## src/rtl/uart_rx_oversampled.sv

```systemverilog
// 8N1 UART receiver on a 16x oversample tick; even parity bit added when PARITY_EN is defined.
// rx_valid/frame_err/parity_err pulse one clk after the mid-stop-bit tick; no backpressure.
module uart_rx_oversampled #(
  parameter int DATA_BITS  = 8,
  parameter int OVERSAMPLE = 16
) (
  input  logic                 clk,
  input  logic                 rst_n,
  input  logic                 tick,
  input  logic                 rx,
  output logic [DATA_BITS-1:0] rx_data,
  output logic                 rx_valid,
  output logic                 frame_err,
  output logic                 parity_err,
  output logic                 busy
);

  localparam int CW = $clog2(OVERSAMPLE);
  localparam int BW = $clog2(DATA_BITS + 1);

  typedef enum logic [2:0] {IDLE, START, DATA, PARITY, STOP, BREAK} state_t;

  state_t               state, state_nxt;
  logic                 rx_meta, rx_s;
  logic [1:0]           flush;
  logic                 armed;
  logic [CW-1:0]        sample_cnt;
  logic [BW-1:0]        bit_cnt;
  logic [DATA_BITS-1:0] shreg;
  logic                 tick_mid, tick_end, last_bit;
  logic                 clr_cnt, shift_en, stop_smp;
  logic                 par_bad;

  // armed only goes high once the synchroniser carries real line samples, so a
  // line held low through reset release is not mistaken for a start bit
  always_ff @(posedge clk or negedge rst_n) begin
    if (!rst_n) begin
      rx_meta <= 1'b1;
      rx_s    <= 1'b1;
      flush   <= 2'b00;
      armed   <= 1'b0;
    end else begin
      rx_meta <= rx;
      rx_s    <= rx_meta;
      flush   <= {flush[0], 1'b1};
      if (flush[1] && rx_s) armed <= 1'b1;
    end
  end

  assign tick_mid = tick && (sample_cnt == CW'(OVERSAMPLE/2 - 1));
  assign tick_end = tick && (sample_cnt == CW'(OVERSAMPLE - 1));
  assign last_bit = (bit_cnt == BW'(DATA_BITS - 1));

  always_ff @(posedge clk or negedge rst_n) begin
    if (!rst_n) state <= IDLE;
    else        state <= state_nxt;
  end

  always_comb begin
    state_nxt = state;
    case (state)
      IDLE:   if (armed && !rx_s) state_nxt = START;
      START:  if (tick_mid) state_nxt = rx_s ? IDLE : DATA;
      DATA:   if (tick_end && last_bit) begin
`ifdef PARITY_EN
        state_nxt = PARITY;
`else
        state_nxt = STOP;
`endif
      end
      PARITY: if (tick_end) state_nxt = STOP;
      STOP:   if (tick_end) state_nxt = rx_s ? IDLE : BREAK;
      BREAK:  if (rx_s) state_nxt = IDLE;
      default: state_nxt = IDLE;
    endcase
  end

  always_comb begin
    clr_cnt  = 1'b0;
    shift_en = 1'b0;
    stop_smp = 1'b0;
    case (state)
      IDLE:    clr_cnt  = 1'b1;
      START:   clr_cnt  = tick_mid;
      DATA:    shift_en = tick_end;
      STOP:    stop_smp = tick_end;
      default: ;
    endcase
  end

  assign busy = (state != IDLE);

  always_ff @(posedge clk or negedge rst_n) begin
    if (!rst_n) begin
      sample_cnt <= '0;
      bit_cnt    <= '0;
      shreg      <= '0;
      rx_data    <= '0;
      rx_valid   <= 1'b0;
      frame_err  <= 1'b0;
    end else begin
      rx_valid  <= 1'b0;
      frame_err <= 1'b0;
      if (clr_cnt)
        sample_cnt <= '0;
      else if (tick)
        sample_cnt <= (sample_cnt == CW'(OVERSAMPLE - 1)) ? '0 : sample_cnt + CW'(1);
      if (clr_cnt)       bit_cnt <= '0;
      else if (shift_en) bit_cnt <= bit_cnt + BW'(1);
      // LSB arrives first, so shifting in at the MSB leaves bit 0 in place
      if (shift_en) shreg <= {rx_s, shreg[DATA_BITS-1:1]};
      if (stop_smp) begin
        if (!rx_s)
          frame_err <= 1'b1;
        else if (!par_bad) begin
          rx_data  <= shreg;
          rx_valid <= 1'b1;
        end
      end
    end
  end

`ifdef PARITY_EN
  always_ff @(posedge clk or negedge rst_n) begin
    if (!rst_n) begin
      par_bad    <= 1'b0;
      parity_err <= 1'b0;
    end else begin
      parity_err <= stop_smp && rx_s && par_bad;
      if (state == PARITY && tick_end) par_bad <= (^shreg) ^ rx_s;
    end
  end
`else
  assign par_bad    = 1'b0;
  assign parity_err = 1'b0;
`endif

endmodule

```

## config.mk

```make
export PLATFORM = sky130hd
export DESIGN_NAME = uart_rx_oversampled
export DESIGN_NICKNAME = d
export VERILOG_FILES = /design/src/rtl/uart_rx_oversampled.sv
export SDC_FILE = /design/constraint.sdc
export NUM_CORES = 1
export LEC_CHECK = 0
export BUFFER_PORTS_ARGS = -buffer_cell sky130_fd_sc_hd__buf_4
export CAP_MARGIN = 20
export CELL_PAD_IN_SITES_DETAIL_PLACEMENT = 0
export CELL_PAD_IN_SITES_GLOBAL_PLACEMENT = 1
export CORE_UTILIZATION = 46
export DETAILED_ROUTE_END_ITERATION = 16
export GPL_TIMING_DRIVEN = 0
export PLACE_DENSITY = 0.77
export SYNTH_ARGS = -nofsm -noshare
export SYNTH_HDL_FRONTEND = slang
export SYNTH_SLANG_ARGS = --single-unit
```

## constraint.sdc

```tcl
create_clock -name clk -period 2 [get_ports clk]
set_clock_uncertainty 0.2 [all_clocks]
set_input_delay 0.4 -clock clk [delete_from_list [all_inputs] [get_ports clk]]
set_output_delay 0.4 -clock clk [all_outputs]
set_load 0.05 [all_outputs]
```

# Word-level counts from Yosys, hierarchy flattened
# Cells that the tools add are included.
[classes] n_mux=21 n_addsub=2 eq_ne=14 n_mul=0 order_cmp=0 n_reduce_logical=12 n_shift=0 div=0 n_bitwise=0
[op_table] op="$mux 3" count=7
[op_table] op="$mux 4" count=5
[op_table] op="$pmux 3 s6" count=1
[op_table] op="$ne 2x2->1 const B" count=6
[op_table] op="$add 4x1->4 const B" count=2
[op_table] op="$eq 4x3->1 const B" count=2
[op_table] op="$eq 3x2->1 const B" count=2
[op_table] op="$eq 3x3->1 const B" count=2
[op_table] op="$mux 1" count=6
[op_table] op="$reduce_and 6->1" count=1
[op_table] op="$logic_and 1x1->1" count=5
[op_table] op="$eq 4x4->1 const B" count=1
[op_table] op="$reduce_bool 2->1" count=2
[op_table] op="$eq 3x1->1 const B" count=1
[op_table] op="$logic_not 3->1" count=1
[op_table] op="$reduce_bool 3->1" count=1
[op_table] op="$mux 2" count=1
[op_table] op="$pmux 1 s2" count=1
[op_table] op="$reduce_and 2->1" count=1
[op_table] op="$logic_not 1->1" count=1
[word_totals] rom_bits=0 latch_bits=0 output_inout_bits=12 wordCells=60 mem_bits_rw=0 regBits=34 mem_count=0 input_bits=4

# Depth between registers and ports, before layout
# Gate-level depths: netlist of run 1.
[logic_depth] ltp_word=5 depth_mapped=7 ltp_nobuf=5

# Worst setup path before layout of run 1
# OpenSTA, ideal clock, no wires.
[synth_timing] path_type="reg-to-reg" from="register sample_cnt[0]" to="register shreg[0]" path_slack_ns=0.149 synth_period_minus_slack_ns=1.851 arrival_ns=1.526 setup_time_ns=0.125 t_required_ns=1.675 path_buffers=2 path_stages_with_launch=7 cell_sequence="dfrtp_1 ha_1 and4_2 buf_6 nand2_2 buf_6 mux2_2"
[synth_via] elab_chain_cells=3
[synth_lines] element="from (decl)" line="27" rtl="logic [CW-1:0] sample_cnt;"
[synth_lines] element="from (signal assigned)" line="107" rtl="sample_cnt <= (sample_cnt == CW'(OVERSAMPLE - 1)) ? '0 : sample_cnt + CW'(1);"
[synth_lines] element="$eq 4x4->1" line="51" rtl="assign tick_end = tick && (sample_cnt == CW'(OVERSAMPLE - 1));"
[synth_lines] element="$logic_and 1x1->1" line="51"
[synth_lines] element="$mux 1" line="82" rtl="case (state)"
[synth_lines] element="to (signal assigned)" line="111" rtl="if (shift_en) shreg <= {rx_s, shreg[DATA_BITS-1:1]};"
[synth_lines] element="to (decl)" line="29" rtl="logic [DATA_BITS-1:0] shreg;"
# No other way between the ends.
# A chain may end at the register's enable or synchronous reset.

# Final worst setup path of run 1
[layout_timing] from="register state[0]" to="output busy"
[layout_via] elab_chain_cells=1
[layout_lines] element="from (decl)" line="23" rtl="state_t state, state_nxt;"
[layout_lines] element="from (signal assigned)" line="56" rtl="else state <= state_nxt;"
[layout_lines] element="$reduce_bool 3->1" line="91" rtl="assign busy = (state != IDLE);"
[layout_lines] element="to (decl)" line="15" rtl="output logic busy"
# No other way between the ends.

==> flow_summary.ini, run 1 <==
[outcome]
outcome = complete, no violations

[timing]
fin_crit_ps = 1970
relSlewSlack_pct = 65.8
finalCritPeriodShare_pct = 98.6
slew_viol_final = 0
finalSetupViolations = 0
rsz0062_at_grt = yes
fmaxAchievable_mhz = 507
hold_viol_final = 0
holdWs_ps = 154
worstMarginPinSlew_ps = 512

[synth]
yosys.area.top_type = dfrtp_1
yosysWarnings = 0
netlist_area_um2 = 1480
synth-simple-area-share_pct = 12.7
synthTopCellsByArea = dfrtp_1 (54%), mux2_2 (11%), dfstp_2 (3.6%), nor2_1 (1.8%), xnor2_1 (1.8%)
synth_compound_area_share_pct = 7.45
synth_xor_area_share_pct = 3.55
syn_nets = 125
synth-adder-area-share_pct = 1.69
avgSynthCellArea_um2 = 12.4
synth_mux_area_share_pct = 12.1
async_flop_share_pct = 100
yosysMostFrequentCell = dfrtp_1
yosys-top-cells-count = dfrtp_1 (32), mux2_2 (15), nor2_1 (7)
synth.distinct_cells = 38
synth_edf_count = 0
synth_seq_cells = 34
synth_top_area_share_pct = 54.1
synth_seq_area_share_pct = 57.7
synth-main-ff-cell = dfrtp_1
synth_cells = 119
synth_top_family_by_area = simple AND/OR/NAND/NOR gates

[pwr]
ir_drop_mv = 0.610
p_leak_uw = 0.000876
powerDensity_nw_per_um2 = 925
power_uw = 1640

[critical_path]
slowest_delay_ps = 480
critPathSlowestCell = dfrtp_2
worstPathMaxFanout = 8
worstPathRequired_ps = 1400
cp.buffers_inverters = 1
path_delay_family = flip-flops
worstSetupPathType = flop to output pin
r2r_slack_ps = 100
start_kind = flop
r2r_end = shreg[0]
crit_chain = or3_4 > buf_8
r2r-start = sample_cnt[0]
rr_worst_depth = 6
crit_arrival_ps = 1370
end_kind = output pin

[die]
core_um2 = 3050
rows = 20
die_h_um = 58.7
die_area_um2 = 3450
initial_utilization_pct = 48.4
io_pins = 16
die_w_um = 58.7

[min_path]
hold_path_class = flop to flop
hold_path_depth = 0
min_to = flush[1]
hold_start = flush[0]

[clock_network]
cts_buffers = 5
ctsRootBufferMaster = clkbuf_4
cts_sinks = 34
clockBufferDepth = 2
clk_latency_ps = 340
cts_tree = yes
clk_pin_slew_worst_paths_ps = 110
htreeDepth = 2

[placement]
globalplace.congestion = 0.736
dp_hpwl_mm = 1.63
io_buffers = 13

[cells_and_area]
layout-drive-gt1-share_pct = 38.6
fin_nets = 150
area_growth_pct = 19.6
fin_util_pct = 58.0
diodes = 0

[routing]
wire_per_inst_um = 12.9
routed_via_density = 4.96
drc_errors = 0
first_pass_iters = 4
first_iter_violations = 13
via_count = 938
antenna_left = 0
routed_wl_mm = 2.44

[global_routing]
grt_overflow = 0
grt_max_degree = 35
grt_pass1_wl_mm = 4.11
grt_pass1_vias = 892
grtUsageTotal_pct = 17.2
antenna_found_initial = 0

[job]
cap_violations = 0
## where the power goes
part	internal (uW)	switching, uW	total (uW)
Combinational	193	216	410
Clock	170	222	393
Sequential	751	83.5	835
## final cells by class
type | instances | area [um^2]
inverters | 4 | 15.0
flip-flops and latches | 34 | 856
clock inverters | 1 | 5.00
plain buffers | 5 | 46.3
clock buffers | 7 | 55.1
fillers | 275 | 1280
multi-input cells | 74 | 574
well taps | 44 | 55.1
repair buffers | 20 | 163
## cell families after synthesis
group | count (synthesis)
other | 2
flip-flops | 34
multiplexers | 16
AND/OR/NAND/NOR | 30
adder cells (fa/ha/maj) | 2
AO/OA/AOI/OAI | 18
XOR/XNOR | 6
buffers and inverters | 11
## layout by cell type, fill, tap and decap left out, drive strengths merged
cell type and instances:
a41oi 1, nand4 2, nor3b 1, o22ai 2, dfstp 2, or3 1
mux2 15, o211ai 1, buf 23, mux2i 1, a211oi 2, dfrtp 32
or4b 1, o21ai 5, dlygate4sd3 2, nand3 4, xor2 3, ha 2
and3 2, inv 4, xnor2 3, a21oi 5, a21o 1, nor3 1
nor2 7, nand2 5, a311oi 1, and3b 1, nand2b 2, and4 2
conb 2, and2 1, clkbuf 7, clkinv 1
## registers in the layout (all words and copies together), names as in the netlist
register and cells:
rx_data 8, shreg 8, bit_cnt 4, sample_cnt 4, state 3, flush 2, armed 1, frame_err 1
rx_meta 1, rx_s 1, rx_valid 1
## how the worst max path moves through the flow
stage / start / to / slack [ps] / depth (start not counted)
2_1_floorplan: sample_cnt[0] / shreg[0] / 150 / 6
3_3_place_gp: sample_cnt[0] / sample_cnt[3] / -20 / 4
3_5_place_dp: sample_cnt[0] / sample_cnt[3] / -100 / 4
4_1_cts: state[1] / busy / -50 / 3
5_1_grt: state[0] / busy / -40 / 2
6_report: state[0] / busy / 30 / 2
## worst register-to-register path: stages, from the launching register on
cell and delay, ps:
dfrtp_1 420, ha_2 230, and4_2 240, buf_6 140, nand2_2 80, buf_6 150, mux2_2 340
## per-stage QoR
step / setup TNS [ps] / worst slack, ps / instances / area (um^2)
floorplan: 0 / 149 / 119 / 1480
global placement: -17.4 / -17.4 / 176 / 1630
detailed placement: -569 / -101 / 176 / 1630
CTS: -49.9 / -49.9 / 185 / 1730
global route: -35.7 / -35.7 / 189 / 1770
finish: 0 / 28.4 / 189 / 1770
## timing repair
action                                  CTS  global route
gates resized for setup                   6             4
endpoints found under the hold margin    33             0
hold buffers                              2             0
endpoints found under the setup margin    8            16
pin swaps                                 0             1
buffers inserted                          0             5
## routing by layer
| metal | up-vias | track usage [%] | part of all wire, % |
|---|---|---|---|
| li1 | 466 | - | - |
| met1 | 452 | 22.9 | 49 |
| met2 | 15 | 23.2 | 45 |
| met3 | 5 | 6.59 | 3.5 |
| met4 | 0 | 11.2 | 2.3 |
| met5 | - | 0 | 0 |
No activity file was read; power rests on OpenSTA's default activity.
==> run 2: changes to the inputs <==
- ABC_AREA: default -> 1
- CORE_UTILIZATION: 46 -> 44
==> flow_summary.ini, run 2 <==
[pwr]
powerDensity_nw_per_um2 = 936
p_leak_uw = 0.000935
ir_drop_mv = 0.365

[routing]
route.met3.wl_um = 108
first_iter_violations = 46
routed_via_density = 4.84
routed_wl_mm = 2.85
top_layer = met4
first_pass_iters = 4
drc_errors = 0
wl_met2_mm = 1.30
via_count = 1161
wire_per_inst_um = 11.9
antenna_left = 0
met1Wirelength_mm = 1.38

[synth]
synth_cells = 170
synth-main-ff-cell = dfrtp_1
synth_top_area_share_pct = 50.1
yosys-top-cells-count = nand2_1 (45), dfrtp_1 (32), inv_1 (17)
synthTopCellsByArea = dfrtp_1 (50%), nand2_1 (11%), o21ai_2 (8.2%), inv_1 (4.0%), dfstp_2 (3.3%)
avgSynthCellArea_um2 = 9.41
synth.distinct_cells = 29
async_flop_share_pct = 100
synth_seq_cells = 34
yosysWarnings = 0
synth_edf_count = 0
netlist_area_um2 = 1600
yosys.area.top_type = dfrtp_1
yosysMostFrequentCell = nand2_1
synth_seq_area_share_pct = 53.4
syn_nets = 176

[timing]
hold_viol_final = 0
slew_viol_final = 0
finalSetupViolations = 0
finalCritPeriodShare_pct = 96.6
setup-tns-final_ps = 0
holdWs_ps = 103
fmaxAchievable_mhz = 518
fin_crit_ps = 1930
worst_slack_ps = 68.4

[job]
cap_violations = 0

[critical_path]
worstSetupPathType = flop to output pin
critPathSlowestCell = dfrtp_1
crit_arrival_ps = 1330
end_kind = output pin
cp.buffers_inverters = 1
crit_chain = nor2_2 > nand2_2 > buf_4
start_kind = flop
r2r_slack_ps = 310
worstPathMaxFanout = 6
slowest_delay_ps = 450
path_delay_family = flip-flops
worstPathRequired_ps = 1400

[clock_network]
clk_latency_ps = 340
clockBufferDepth = 2
ctsRootBufferMaster = clkbuf_4
cts_sinks = 34
htreeDepth = 2
cts_buffers = 5
cts_tree = yes
cts_setup_buffers = 0
clk_pin_slew_worst_paths_ps = 100

[cells_and_area]
n_fill_cell = 328
layout_common_cells = nand2_1 (44), dfrtp_1 (32), inv_1 (17), o21ai_2 (15), buf_4 (15)
layout-drive-gt1-share_pct = 28.9
diodes = 0
fin_util_pct = 54.5
fin_nets = 199
area_growth_pct = 16.4
reg_top3 = rx_data: 8 flops, shreg: 8 flops
layout_commonest_cell = nand2_1
finalNonFillerCells = 240

[global_routing]
antenna_found_initial = 0
grt_pass1_vias = 1049
grt_max_degree = 35
grt_pass1_wl_mm = 4.87
grt_overflow = 0
grtUsageTotal_pct = 16.6

[die]
io_pins = 16
rows = 21
die_w_um = 62.3
die_area_um2 = 3880
core_um2 = 3420
die_h_um = 62.3
initial_utilization_pct = 46.8

[placement]
preCtsSetupSlack_ps = 308
globalplace.congestion = 0.805
dp_cells = 230
dp_hpwl_mm = 1.97
io_buffers = 14

[min_path]
hold_path_class = primary input to flop

[outcome]
outcome = complete, no violations
==> run 2: cell count changes after synthesis, moves of 4 or more <==
| cell | before | now |
|---|---|---|
| o21ai_2 | 0 | 15 |
| nand3_1 | 4 | 8 |
| inv_1 | 4 | 17 |
| nand2_1 | 4 | 45 |
| mux2_2 | 15 | 0 |
| nor2_1 | 7 | 13 |
==> run 2: report_power, final <==
| part | switching (uW) | total (uW) | internal (uW) |
|---|---|---|---|
| clock | 233 | 498 | 265 |
| sequential | 57.9 | 795 | 737 |
| combinational | 309 | 449 | 140 |
==> run 2: metrics by stage <==
step	total power [uW]	instance area, um^2
2_1_floorplan	1130	1600
3_3_place_gp	1230	1760
3_5_place_dp	1240	1760
4_1_cts	1750	1860
5_1_grt	1850	1860
6_report	1740	1860
==> run 2: worst paths after layout <==
kind	start	endpoint	cells after the start
max in group asynchronous	rst_n	rx_s	2
hold / removal	tick	sample_cnt[0]	2
setup / recovery	state[1]	busy	3
min in group asynchronous	rst_n	bit_cnt[2]	2
setup reg to reg	sample_cnt[0]	state[0]	8
hold reg to reg	flush[0]	flush[1]	0
==> run 2: logic make-up after synthesis <==
logic type | share of synthesized area [%]
AOI/OAI and AO/OA | 11.1
xor gates and xnor gates | 1.10
buffers and inverters | 6.81
DFF | 53.4
and+or+nand+nor | 25.6
other | 0.470
adders and majority gates | 1.56
==> run 2: cell type report <==
class                      count  area [um^2]  share of cell area (%)
sequential                    34          853                    45.8
multi-input combinational    112          642                    34.5
timing repair buffer          16          125                    6.72
inverter                      21         78.8                    4.23
tap                           46         57.6                    3.09
clock buffer                   7         45.0                    2.42
clock inverter                 1         30.0                    1.61
buffer                         3         30.0                    1.61
==> run 2: timing repair <==
action	4_1_cts	5_1_grt
gates cloned	0	0
gates resized for setup	1	1
pin swaps	0	0
hold endpoints to repair	33	0
endpoints found under the setup margin	1	1
hold buffers	2	0
==> run 2: metal layers <==
layer  GRT usage, %  up-vias
met5              0        -
met4           6.98        0
met3           6.07        7
met2           25.3       12
met1           21.3      555
li1               -      587
